==> src/rtl/mem_lsu_initiator_pkg.sv <==
`default_nettype none
// ----------------------------------------------------------------------------
// mem_lsu_initiator_pkg : shared types and constants for the LSU initiator
// Revision: 1.0
// ----------------------------------------------------------------------------
package mem_lsu_initiator_pkg;

  typedef enum logic [1:0] {
    LSU_BYTE = 2'd0,
    LSU_HALF = 2'd1,
    LSU_WORD = 2'd2
  } lsu_width_e;

  typedef enum logic [1:0] {
    ST_IDLE      = 2'd0,
    ST_LOAD_DATA = 2'd1,
    ST_RESP      = 2'd2
  } lsu_state_e;

  localparam logic [2:0] F3_LB  = 3'b000;
  localparam logic [2:0] F3_LH  = 3'b001;
  localparam logic [2:0] F3_LW  = 3'b010;
  localparam logic [2:0] F3_LBU = 3'b100;
  localparam logic [2:0] F3_LHU = 3'b101;

  localparam int MEM_WORD_ADDR_BITS = 14;

  // Access width lives in the low two funct3 bits for both loads and stores.
  function automatic lsu_width_e width_of(input logic [2:0] funct3);
    case (funct3[1:0])
      2'b00:   return LSU_BYTE;
      2'b01:   return LSU_HALF;
      default: return LSU_WORD;
    endcase
  endfunction

endpackage
`default_nettype wire

==> src/rtl/mem_lsu_initiator_load_align.sv <==
`default_nettype none
// ----------------------------------------------------------------------------
// lsu_load_align : selects and extends load data from a raw memory word
// Revision: 1.0
// ----------------------------------------------------------------------------
module lsu_load_align
  import mem_lsu_initiator_pkg::*;
(
  input  logic [31:0] word_i,
  input  logic [1:0]  off_i,
  input  logic [2:0]  funct3_i,
  output logic [31:0] data_o
);

  logic [7:0]  w_byte;
  logic [15:0] w_half;

  always_comb begin
    w_byte = 8'h00;
    case (off_i)
      2'd0:    w_byte = word_i[7:0];
      2'd1:    w_byte = word_i[15:8];
      2'd2:    w_byte = word_i[23:16];
      default: w_byte = word_i[31:24];
    endcase
  end

  // Halfwords are 2-byte aligned, so only off_i[1] selects the half.
  assign w_half = off_i[1] ? word_i[31:16] : word_i[15:0];

  always_comb begin
    data_o = 32'h0;
    case (funct3_i)
      F3_LB:   data_o = {{24{w_byte[7]}}, w_byte};
      F3_LH:   data_o = {{16{w_half[15]}}, w_half};
      F3_LW:   data_o = word_i;
      F3_LBU:  data_o = {24'h0, w_byte};
      F3_LHU:  data_o = {16'h0, w_half};
      default: data_o = 32'h0;
    endcase
  end

endmodule
`default_nettype wire

==> src/rtl/mem_lsu_initiator.sv <==
`default_nettype none
// ----------------------------------------------------------------------------
// mem_lsu_initiator : core load/store to byte-masked SPRAM initiator
// Revision: 1.0
// ----------------------------------------------------------------------------
module mem_lsu_initiator
  import mem_lsu_initiator_pkg::*;
#(
  parameter logic [31:0] BASE_ADDR = 32'h0000_0000,
  parameter int          ADDR_BITS = 16
) (
  input  logic                 clk,
  input  logic                 rst_n,
  input  logic                 req_valid,
  output logic                 req_ready,
  input  logic                 req_write,
  input  logic [2:0]           req_funct3,
  input  logic [31:0]          req_addr,
  input  logic [31:0]          req_wdata,
  output logic                 resp_valid,
  input  logic                 resp_ready,
  output logic [31:0]          resp_rdata,
  output logic                 resp_error,
  output logic [3:0]           mem_maskByte,
  output logic                 mem_write,
  output logic [ADDR_BITS-3:0] mem_address,
  output logic [31:0]          mem_dataWrite,
  input  logic [31:0]          mem_dataRead
);

  lsu_state_e  state_q, state_d;
  logic [2:0]  funct3_q, funct3_d;
  logic [1:0]  off_q, off_d;
  logic [31:0] rdata_q, rdata_d;
  logic        error_q, error_d;

  logic [31:0] w_rel;
  logic [1:0]  w_off;
  lsu_width_e  w_width;
  logic        w_in_window;
  logic        w_f3_legal;
  logic        w_aligned;
  logic        w_legal;
  logic        w_issue;
  logic [3:0]  w_mask;
  logic [31:0] w_wdata;
  logic [31:0] w_load_data;

  assign w_rel       = req_addr - BASE_ADDR;
  assign w_off       = req_addr[1:0];
  assign w_width     = width_of(req_funct3);
  assign w_in_window = (w_rel >> ADDR_BITS) == 32'h0;

  always_comb begin
    w_f3_legal = 1'b0;
    case (req_funct3)
      F3_LB, F3_LH, F3_LW: w_f3_legal = 1'b1;
      F3_LBU, F3_LHU:      w_f3_legal = !req_write;
      default:             w_f3_legal = 1'b0;
    endcase
  end

  always_comb begin
    w_aligned = 1'b1;
    w_mask    = 4'hF;
    w_wdata   = req_wdata;
    case (w_width)
      LSU_BYTE: begin
        w_mask  = 4'b0001 << w_off;
        w_wdata = {4{req_wdata[7:0]}};
      end
      LSU_HALF: begin
        w_aligned = !w_off[0];
        w_mask    = 4'b0011 << w_off;
        w_wdata   = {2{req_wdata[15:0]}};
      end
      default: begin
        w_aligned = (w_off == 2'b00);
      end
    endcase
  end

  assign w_legal = w_f3_legal && w_aligned && w_in_window;
  assign w_issue = (state_q == ST_IDLE) && req_valid && w_legal;

  lsu_load_align u_align (
    .word_i   (mem_dataRead),
    .off_i    (off_q),
    .funct3_i (funct3_q),
    .data_o   (w_load_data)
  );

  always_ff @(posedge clk or negedge rst_n) begin
    if (!rst_n) begin
      state_q  <= ST_IDLE;
      funct3_q <= 3'b000;
      off_q    <= 2'b00;
      rdata_q  <= 32'h0;
      error_q  <= 1'b0;
    end else begin
      state_q  <= state_d;
      funct3_q <= funct3_d;
      off_q    <= off_d;
      rdata_q  <= rdata_d;
      error_q  <= error_d;
    end
  end

  always_comb begin
    state_d  = state_q;
    funct3_d = funct3_q;
    off_d    = off_q;
    rdata_d  = rdata_q;
    error_d  = error_q;
    case (state_q)
      ST_IDLE: begin
        // req_ready is high throughout IDLE, so req_valid alone is the accept.
        if (req_valid) begin
          funct3_d = req_funct3;
          off_d    = w_off;
          rdata_d  = 32'h0;
          error_d  = !w_legal;
          state_d  = (w_legal && !req_write) ? ST_LOAD_DATA : ST_RESP;
        end
      end
      ST_LOAD_DATA: begin
        rdata_d = w_load_data;
        error_d = 1'b0;
        state_d = ST_RESP;
      end
      ST_RESP: begin
        if (resp_ready) begin
          rdata_d = 32'h0;
          error_d = 1'b0;
          state_d = ST_IDLE;
        end
      end
      default: state_d = ST_IDLE;
    endcase
  end

  always_comb begin
    req_ready     = (state_q == ST_IDLE);
    resp_valid    = (state_q == ST_RESP);
    resp_rdata    = rdata_q;
    resp_error    = error_q;
    mem_maskByte  = 4'h0;
    mem_write     = 1'b0;
    mem_address   = '0;
    mem_dataWrite = 32'h0;
    if (w_issue) begin
      mem_maskByte  = w_mask;
      mem_write     = req_write;
      mem_address   = w_rel[ADDR_BITS-1:2];
      mem_dataWrite = w_wdata;
    end
  end

endmodule
`default_nettype wire

==> config.mk <==
export PLATFORM = sky130hd
export DESIGN_NAME = mem_lsu_initiator
export DESIGN_NICKNAME = d
export VERILOG_FILES = /design/src/rtl/mem_lsu_initiator_pkg.sv /design/src/rtl/mem_lsu_initiator_load_align.sv /design/src/rtl/mem_lsu_initiator.sv
export SDC_FILE = /design/constraint.sdc
export NUM_CORES = 1
export LEC_CHECK = 0
export CORE_ASPECT_RATIO = 1.2
export CORE_MARGIN = 2
export CORE_UTILIZATION = 43
export CTS_CLUSTER_SIZE = 30
export DETAILED_ROUTE_END_ITERATION = 10
export PLACE_DENSITY = 0.87
export RECOVER_POWER = 100
export SLEW_MARGIN = 40
export SYNTH_ARGS = -nofsm -noshare
export SYNTH_HDL_FRONTEND = slang
export SYNTH_HIERARCHICAL = 1
export SYNTH_SLANG_ARGS = --single-unit
==> constraint.sdc <==
create_clock -name clk -period 7.5 [get_ports clk]
set_clock_uncertainty 0.15 [all_clocks]
set_input_delay 1.5 -clock clk [delete_from_list [all_inputs] [get_ports clk]]
set_output_delay 1.5 -clock clk [all_outputs]
set_load 0.02 [all_outputs]
==> out/results.ini <==
[timing]
hold_violations = 0
worstMarginPinSlew_ns = 2.20
slew_headroom_pct = -46.7
rsz0062_at_grt = false
fin_setup_tns_ns = 0
max_freq_mhz = 152
post-route-period-util_pct = 87.5
period_minus_slack_ns = 6.56
setup_violations = 0
whs_ns = 0.324
drv_slew = 106

[routing]
drtAntennaViolNets = 0
wl_per_cell_um = 19.0
drtPass1Iterations = 5
routed_via_density = 5.78
drtIter0Drc = 277
routed_wl_um = 13200
via_count = 4001
drc = 0

[floorplan]
row_count = 36
die_y_um = 103
ios = 190
start_util_pct = 43.8
core_area_um2 = 8060
die_area_um2 = 8960
die_w_um = 86.7

[worst_setup_path]
worstSetupPathType = in2out
critPathSlowestCell = dlygate4sd3_1
cp.arrival_ns = 4.91
worstPathRequired_ns = 5.85
crit_family = buffers and inverters
crit_buf_inv = 4
cpPeakStageDelay_ns = 0.71
crit_fanout = 35
crit_path_cell_trace = dlygate4sd3_1, buf_4, inv_1, a311oi_1, nand3_4, a21oi_1, dlygate4sd3_1
cpMostUsedCell = dlygate4sd3_1
critPathCaptureType = primary output
start_kind = input port

[synth]
seq_area_frac_synth_pct = 28.3
syn_nets = 542
synthXorXnorAreaFrac_pct = 0
synth_commonest_cells = nand2_1 (79), o21ai_0 (44), a21oi_1 (41)
synth_fa_ha_area_share_pct = 1.42
yosys.cell_types.count = 50
yosys_warnings = 6
ys.flop_type = dfrtp_1
synthSimpleGateAreaFrac_pct = 22.4
syn_area_um2 = 3530
synthCells = 434
synth_most_common_cell = nand2_1
synth_area_per_cell_um2 = 8.14
synth_top_area_share_pct = 28.3
synth.largest_area_cell = dfrtp_1
synth_compound_area_share_pct = 26.3
synth_edf_count = 0
synth-seq-cells = 40
synthTopCellsByArea = dfrtp_1 (28%), nand2_1 (8.4%), mux2i_1 (6.2%)
async_reset_ff_share_pct = 100
synthMuxAreaShare_pct = 15.1
synth_top_family_by_area = compound AO/OA/AOI/OAI gates

[layout]
layout.nets = 703
area_delta_synth_final_pct = 54.6
fill_cells = 646
drive_above_1_share_pct = 8.91

[cts]
clk_latency_ns = 0.31
root_buffer = clkbuf_8
clk_pin_slew_worst_paths_ns = 0.07
cts_resized = 0
cts_buffer_depth = 2
cts_tree = yes
cts_buffers = 5
cts_sinks = 40
post_cts_buffers = 0
cts_hold_buf = 0
htree_levels = 2

[global_routing]
antenna_found_initial = 2
grt_usage_pct = 29.0
grt.overflow.total = 0
grt_max_degree = 65
grt_pass1_wl_um = 20000
grt_pass1_vias = 3822

[power_and_ir_drop]
p_leak_uw = 0.00237
power_density_nw_per_um2 = 200
vdd_drop_max_mv = 0.0883

[min_path]
hold_class = reg2reg

[placement]
gp_congestion = 0.979
place_hpwl_um = 10100
port_buffers = 189

[status]
failed_checks = max-capacitance violations, max-slew violations
status = finished, violations left

[job]
maxCapViolations = 2

-- state kept, by name (all words and copies together) (netlist names) --
register / cells
resp_rdata: 32
funct3_q: 3
resp_error: 1
off_q: 2
state_q: 2
-- power by group --
part | switching, uW | internal, uW
combinational | 314 | 276
clock | 77.6 | 82.0
sequential | 105 | 235
total | 496 | 593
-- worst min-delay path: cells and delay by family, from the launching register on --
| kind | cells | cell delay [ns] |
|---|---|---|
| AND/OR/NAND/NOR | 1 | 0.05 |
| flip-flops | 1 | 0.34 |
| AO/OA/AOI/OAI | 1 | 0.06 |
-- kinds of logic after synthesis --
group	count (synthesis)
muxes	44
buffers and inverters	45
adders and majority gates	4
DFF	40
and+or+nand+nor	158
AOI/OAI and AO/OA	143
-- cell type report --
| class | instances | area (um2) | share of cell area [%] |
|---|---|---|---|
| repair buffers | 193 | 1910 | 35.0 |
| multi-input cells | 349 | 2300 | 42.1 |
| clock buffers | 7 | 96.3 | 1.77 |
| flip-flops and latches | 40 | 1000 | 18.4 |
| inverters | 6 | 22.5 | 0.413 |
| diodes | 2 | 5.00 | 0.0917 |
| well taps | 95 | 119 | 2.18 |
-- per-layer routing --
metal | routed length [um] | track usage [%]
met2 | 5970 | 46.2
met5 | 0 | 0
met1 | 5170 | 34.4
met4 | 519 | 14.8
met3 | 1500 | 11.0
-- per-stage QoR --
stage          util, %  setup slack (ns)  instances  cell area, um2  power (uW)
2_1_floorplan        -              2.72        434            3530         771
3_3_place_gp      66.5              1.30        683            5370         920
3_5_place_dp      66.6              1.19        683            5370         929
4_1_cts           67.8              1.16        690            5470        1090
5_1_grt           67.6             0.729        690            5450        1160
6_report          67.7             0.938        692            5460        1090
-- path summary, 6_finish.rpt --
path / from / to / slack [ns] / cells after the start
worst max-delay path: req_funct3[1] / mem_dataWrite[9] / 0.94 / 7
worst min-delay path: resp_rdata[16] / resp_rdata[16] / 0.32 / 2
worst max register to register: state_q[0] / resp_rdata[1] / 4.05 / 6
worst min register to register: resp_rdata[16] / resp_rdata[16] / 0.32 / 2
max in group asynchronous: rst_n / off_q[1] / 4.09 / 1
min in group asynchronous: rst_n / resp_rdata[24] / 1.69 / 1
-- layout by cell type (no fill, tap or decap), types with 4 or more instances in the layout --
cell and instances:
nand2_1 79, dfrtp_1 37, a221o_1 5, o21ai_0 44, mux4_2 4, a21oi_1 41
nor2_1 25, dlygate4sd3_1 89, nor2b_1 7, and2_1 22, nor2_4 10, mux2i_1 22
inv_1 6, mux2_2 16, clkbuf_8 7, clkdlybuf4s50_1 99, a211oi_1 16, a22oi_1 19
No activity file was read; power rests on OpenSTA's default activity.
==> variant 1 (same flow settings) <==
`rdata_q` no longer has a reset.
--- a/src/rtl/mem_lsu_initiator.sv
+++ b/src/rtl/mem_lsu_initiator.sv
@@ -95,15 +95,17 @@
       state_q  <= ST_IDLE;
       funct3_q <= 3'b000;
       off_q    <= 2'b00;
-      rdata_q  <= 32'h0;
       error_q  <= 1'b0;
     end else begin
       state_q  <= state_d;
       funct3_q <= funct3_d;
       off_q    <= off_d;
-      rdata_q  <= rdata_d;
       error_q  <= error_d;
     end
+  end
+
+  always_ff @(posedge clk) begin
+    rdata_q <= rdata_d;
   end
 
   always_comb begin
Function: differs if rst_n is asserted again (counterexample within 4 cycles, from zero or initial values and one cycle with rst_n low); with rst_n held inactive, the same outputs for 10 cycles.
==> variant 1 against the original RTL <==
The flow finishes with violations (DRC, capacitance limit, slew limit); die area decreased by 2.0%; cell count down 9.7%; total power is 17% higher; wire length down 14%; area after synthesis down 2.1%; sequential cell count did not move; design area fell by 1.4%; global-route usage shrank 3.7 points; first-iteration DRC count up 2.9%; worst setup slack worse by 56 ps; critical endpoint is now mem_dataWrite[13].
==> variant 1: results (changes against the original RTL) <==
## Outcome
• **status** finished with violations
• **violations in the final reports** DRC, capacitance limit, slew limit

## Pwr
• **combinational share of power** 0.548, +0.006
• **reported combinational group power** 0.000698 W, +18%
• **Pint** 0.000728 W, +23%
• **IR Drop Worst-Case VDD** 0.000120 V, +35%

## GRT
• **first-pass GRT wire length** 17.4 mm, -13%
• **pin count of the biggest net entering global routing** 36, -45%
• **via count of the first global-routing pass** 3461, -9.4%
• **met1 Usage GRT** 0.276, -0.0682
• **met2 global-route usage** 0.454, -0.00775
• **number of antenna violations at the first check in global routing** 0, -2
• **GR Layer Usage met3** 0.0646, -0.0457

## Detailed routing
• **DRC violations left** 13, +13
• **post-detailed-route via-to-cell ratio** 5.70, -1.4%
• **wirelength, routed** 11.4 mm, -14%
• **number of DRC markers after the initial detailed-route iteration** 285, +2.9%

## Critical path
• **data arrival time of the critical path** 4970 ps, +60 ps

## Flow run
• **maxcap violations** 2, unchanged

## Placement
• **final estimated routing congestion in global placement** 0.863, -12%
• **half-perimeter wire length of the detailed placement result** 8.93 mm, -11%

## Worst hold path
• **critical hold path startpoint** resp_error$_DFFE_PN0P_

## Logic synthesis
• **fraction of registers with async set/reset** 0.200, -0.800
• **Commonest cells post-synth** sky130_fd_sc_hd__and2_1 (54), sky130_fd_sc_hd__a21oi_1 (39), sky130_fd_sc_hd__edfxtp_1 (32), sky130_fd_sc_hd__nor2_1 (26), sky130_fd_sc_hd__mux2i_1 (22)
• **Post-synth EDFFs** 32, +32
• **sequential-to-total area share from yosys stat** 0.336, +0.0523
• **most instantiated flip-flop cell in the synthesis netlist** sky130_fd_sc_hd__edfxtp_1

## Layout
• **Total Nets Final** 640, -9.0%
• **Antenna Diode Count** 0, -2

## Timing
• **Max Transition Viols Final** 59, -44%
• **headroom to the max-slew limit** -0.285, +0.183

==> variant 1: cell count changes in the layout (fill, tap and decap cells not counted), sizes merged, moves of 6 or more <==
cell,before,now
dfrtp,40,8
edfxtp,0,32
nand2,79,15
o21ai,44,12
and2,22,54
dlygate4sd3,89,95
==> variant 1: per-layer routing <==
layer	part of all wire	up-vias	wire length (um)
li1	-	1681	-
met1	0.35	1616	3940
met2	0.50	229	5740
met3	0.10	37	1190
met4	0.045	0	509
met5	0	-	0
==> variant 1: cell type report <==
cell class	instances	area, um2
clock inverter	3	13.8
timing repair buffer	194	1930
clock buffer	5	68.8
inverter	6	22.5
sequential	40	1160
fill	564	2370
tap	92	115
multi-input combinational	285	2070
==> variant 1: path summary, 6_finish.rpt <==
kind | to | depth (start not counted) | slack, ps
setup / recovery | mem_dataWrite[13] | 8 | 880
hold / removal | resp_error$_DFFE_PN0P_ | 1 | 360
setup reg to reg | resp_rdata[7]$_SDFFCE_PN0P_ | 4 | 4100
hold reg to reg | resp_error$_DFFE_PN0P_ | 1 | 360
max in group asynchronous | off_q[1]$_DFFE_PN0P_ | 1 | 5510
min in group asynchronous | state_q[0]$_DFFE_PN0P_ | 1 | 1390
==> variant 1: cell families (layout without fill, tap and decap cells) <==
| group | after synthesis | count (layout) | share of synthesized area |
|---|---|---|---|
| adder cells (fa/ha/maj) | 4 | 4 | 0.0145 |
| AO/OA/AOI/OAI | 108 | 108 | 0.217 |
| flip-flops | 40 | 40 | 0.336 |
| AND/OR/NAND/NOR | 129 | 129 | 0.222 |
| multiplexers | 44 | 44 | 0.154 |
| buffers and inverters | 37 | 208 | 0.0575 |
==> variant 2 (same flow settings) <==
Made on the original files. The parameter `ADDR_BITS` goes from 16 to 14.
--- a/src/rtl/mem_lsu_initiator.sv
+++ b/src/rtl/mem_lsu_initiator.sv
@@ -7,7 +7,7 @@
   import mem_lsu_initiator_pkg::*;
 #(
   parameter logic [31:0] BASE_ADDR = 32'h0000_0000,
-  parameter int          ADDR_BITS = 16
+  parameter int          ADDR_BITS = 14
 ) (
   input  logic                 clk,
   input  logic                 rst_n,
Interface: changed (resized mem_address); port bits go from 190 to 188. No check against the original RTL was run, so the function may have changed too.
==> variant 2 against the original RTL <==
The flow still finishes with violations (capacitance limit, slew limit); die area is 3.5% lower; sequential cell count unchanged; design area fell by 2.4%; combinational power down 0.8%; worst setup slack better by 82 ps; wire length down 3.8%; total power decreased by 1.0%; area after synthesis shrank 3.6%; first-iteration DRC count increased by 57%; via count about the same; clock power down 3%; critical path type unchanged.
==> variant 2: results (changes against the original RTL) <==
## Layout
• **Antenna Diode Count** 0, -2
• **share of layout cells above drive strength 1** 0.0693, -0.0198

## Placement
• **half-perimeter wire length of the detailed placement result** 9.73 mm, -3.3%
• **final estimated routing congestion in global placement** 0.925, -5.5%

## Critical path
• **Max stage delay on crit path** 870 ps, +160 ps
• **crit path max fanout** 29, -17%
• **capture point of the worst reg-to-reg path** resp_rdata[21]$_DFFE_PN0P_
• **worst-case register-to-register setup slack** 4170 ps, +120 ps
• **data arrival time of the critical path** 4830 ps, -80 ps

## Logic synthesis
• **number of distinct library cells after synthesis** 44, -12%
• **sequential-to-total area share from yosys stat** 0.294, +0.0107
• **top area cells in the synthesized netlist** sky130_fd_sc_hd__dfrtp_1 (29%), sky130_fd_sc_hd__nand2_1 (8.7%), sky130_fd_sc_hd__o21ai_0 (6.6%)
• **net count after synthesis** 540, -0.37%

## Timing
• **Max Transition Viols Final** 108, +1.9%
• **final-layout worst hold slack** 329 ps, +4.80 ps
• **Slew @ Worst Pin** 2190 ps, -6.17 ps

## Worst hold path
• **Hold Path Sink** resp_rdata[31]$_DFFE_PN0P_

## Outcome
• **status** finished with violations
• **violations in the final reports** capacitance limit, slew limit

## Detailed routing
• **post-detailed-route via-to-cell ratio** 5.85, +1.2%

## GRT
• **first-pass GRT wire length** 20.1 mm, +0.62%
• **GRT Util Overall** 0.293, +0.00249
• **via count of the first global-routing pass** 4000, +4.7%

## Pwr
• **static leakage** 2.33 nW, -1.9%

## Flow run
• **maxcap violations** 2, unchanged

[variant 2: critical path, delay by kind of cell]
kind	cells	cell delay, ps
AO/OA/AOI/OAI	1	290
AND/OR/NAND/NOR	3	1020
buffers and inverters	3	2010
[variant 2: kinds of logic (layout without fill, tap and decap cells)]
| family | after synthesis | after routing | share of synthesized area |
|---|---|---|---|
| AOI/OAI and AO/OA | 140 | 140 | 0.264 |
| adders and majority gates | 4 | 4 | 0.0147 |
| muxes | 44 | 44 | 0.156 |
| DFF | 40 | 40 | 0.294 |
| and+or+nand+nor | 159 | 159 | 0.209 |
| buffers and inverters | 45 | 205 | 0.0618 |
[variant 2: how the worst max path moves through the flow]
stage	start	endpoint	slack (ps)	cells past startpoint
after global routing	req_funct3[0]	mem_dataWrite[29]	730	7
after floorplan	req_funct3[0]	mem_dataWrite[21]	2940	6
after detailed placement	req_funct3[0]	mem_dataWrite[13]	1380	6
after global placement	req_funct3[0]	mem_dataWrite[13]	1470	6
after CTS	req_funct3[0]	mem_dataWrite[13]	1370	6
final	req_funct3[0]	mem_dataWrite[29]	1020	7
[variant 2: cell type report]
class,instances,area [um2],area share
tap,92,115,0.0216
timing repair buffer,192,1900,0.356
clock buffer,7,96.3,0.0181
multi-input combinational,347,2190,0.412
sequential,40,1000,0.188
inverter,6,22.5,0.00423
[variant 2: where the power goes]
group	switching [W]	internal (W)	leakage [nW]	total [W]
Sequential	0.000104	0.000234	0.542	0.000338
Combinational	0.000314	0.000271	1.74	0.000585
Clock	0.0000735	0.0000819	0.0503	0.000155
[variant 2: routing by layer]
metal  GRT usage  up-vias  wire length [um]
li1            -     1861                 -
met1       0.368     1853              4820
met2       0.501      254              5970
met3      0.0709       35              1460
met4      0.0842        0               401
met5           0        -                 0
[variant 2: through the flow]
stage / instance area [um2] / instances
after floorplan: 3400 / 432
after global placement: 5230 / 677
after detailed placement: 5240 / 677
after CTS: 5330 / 684
after global routing: 5330 / 684
final: 5330 / 684
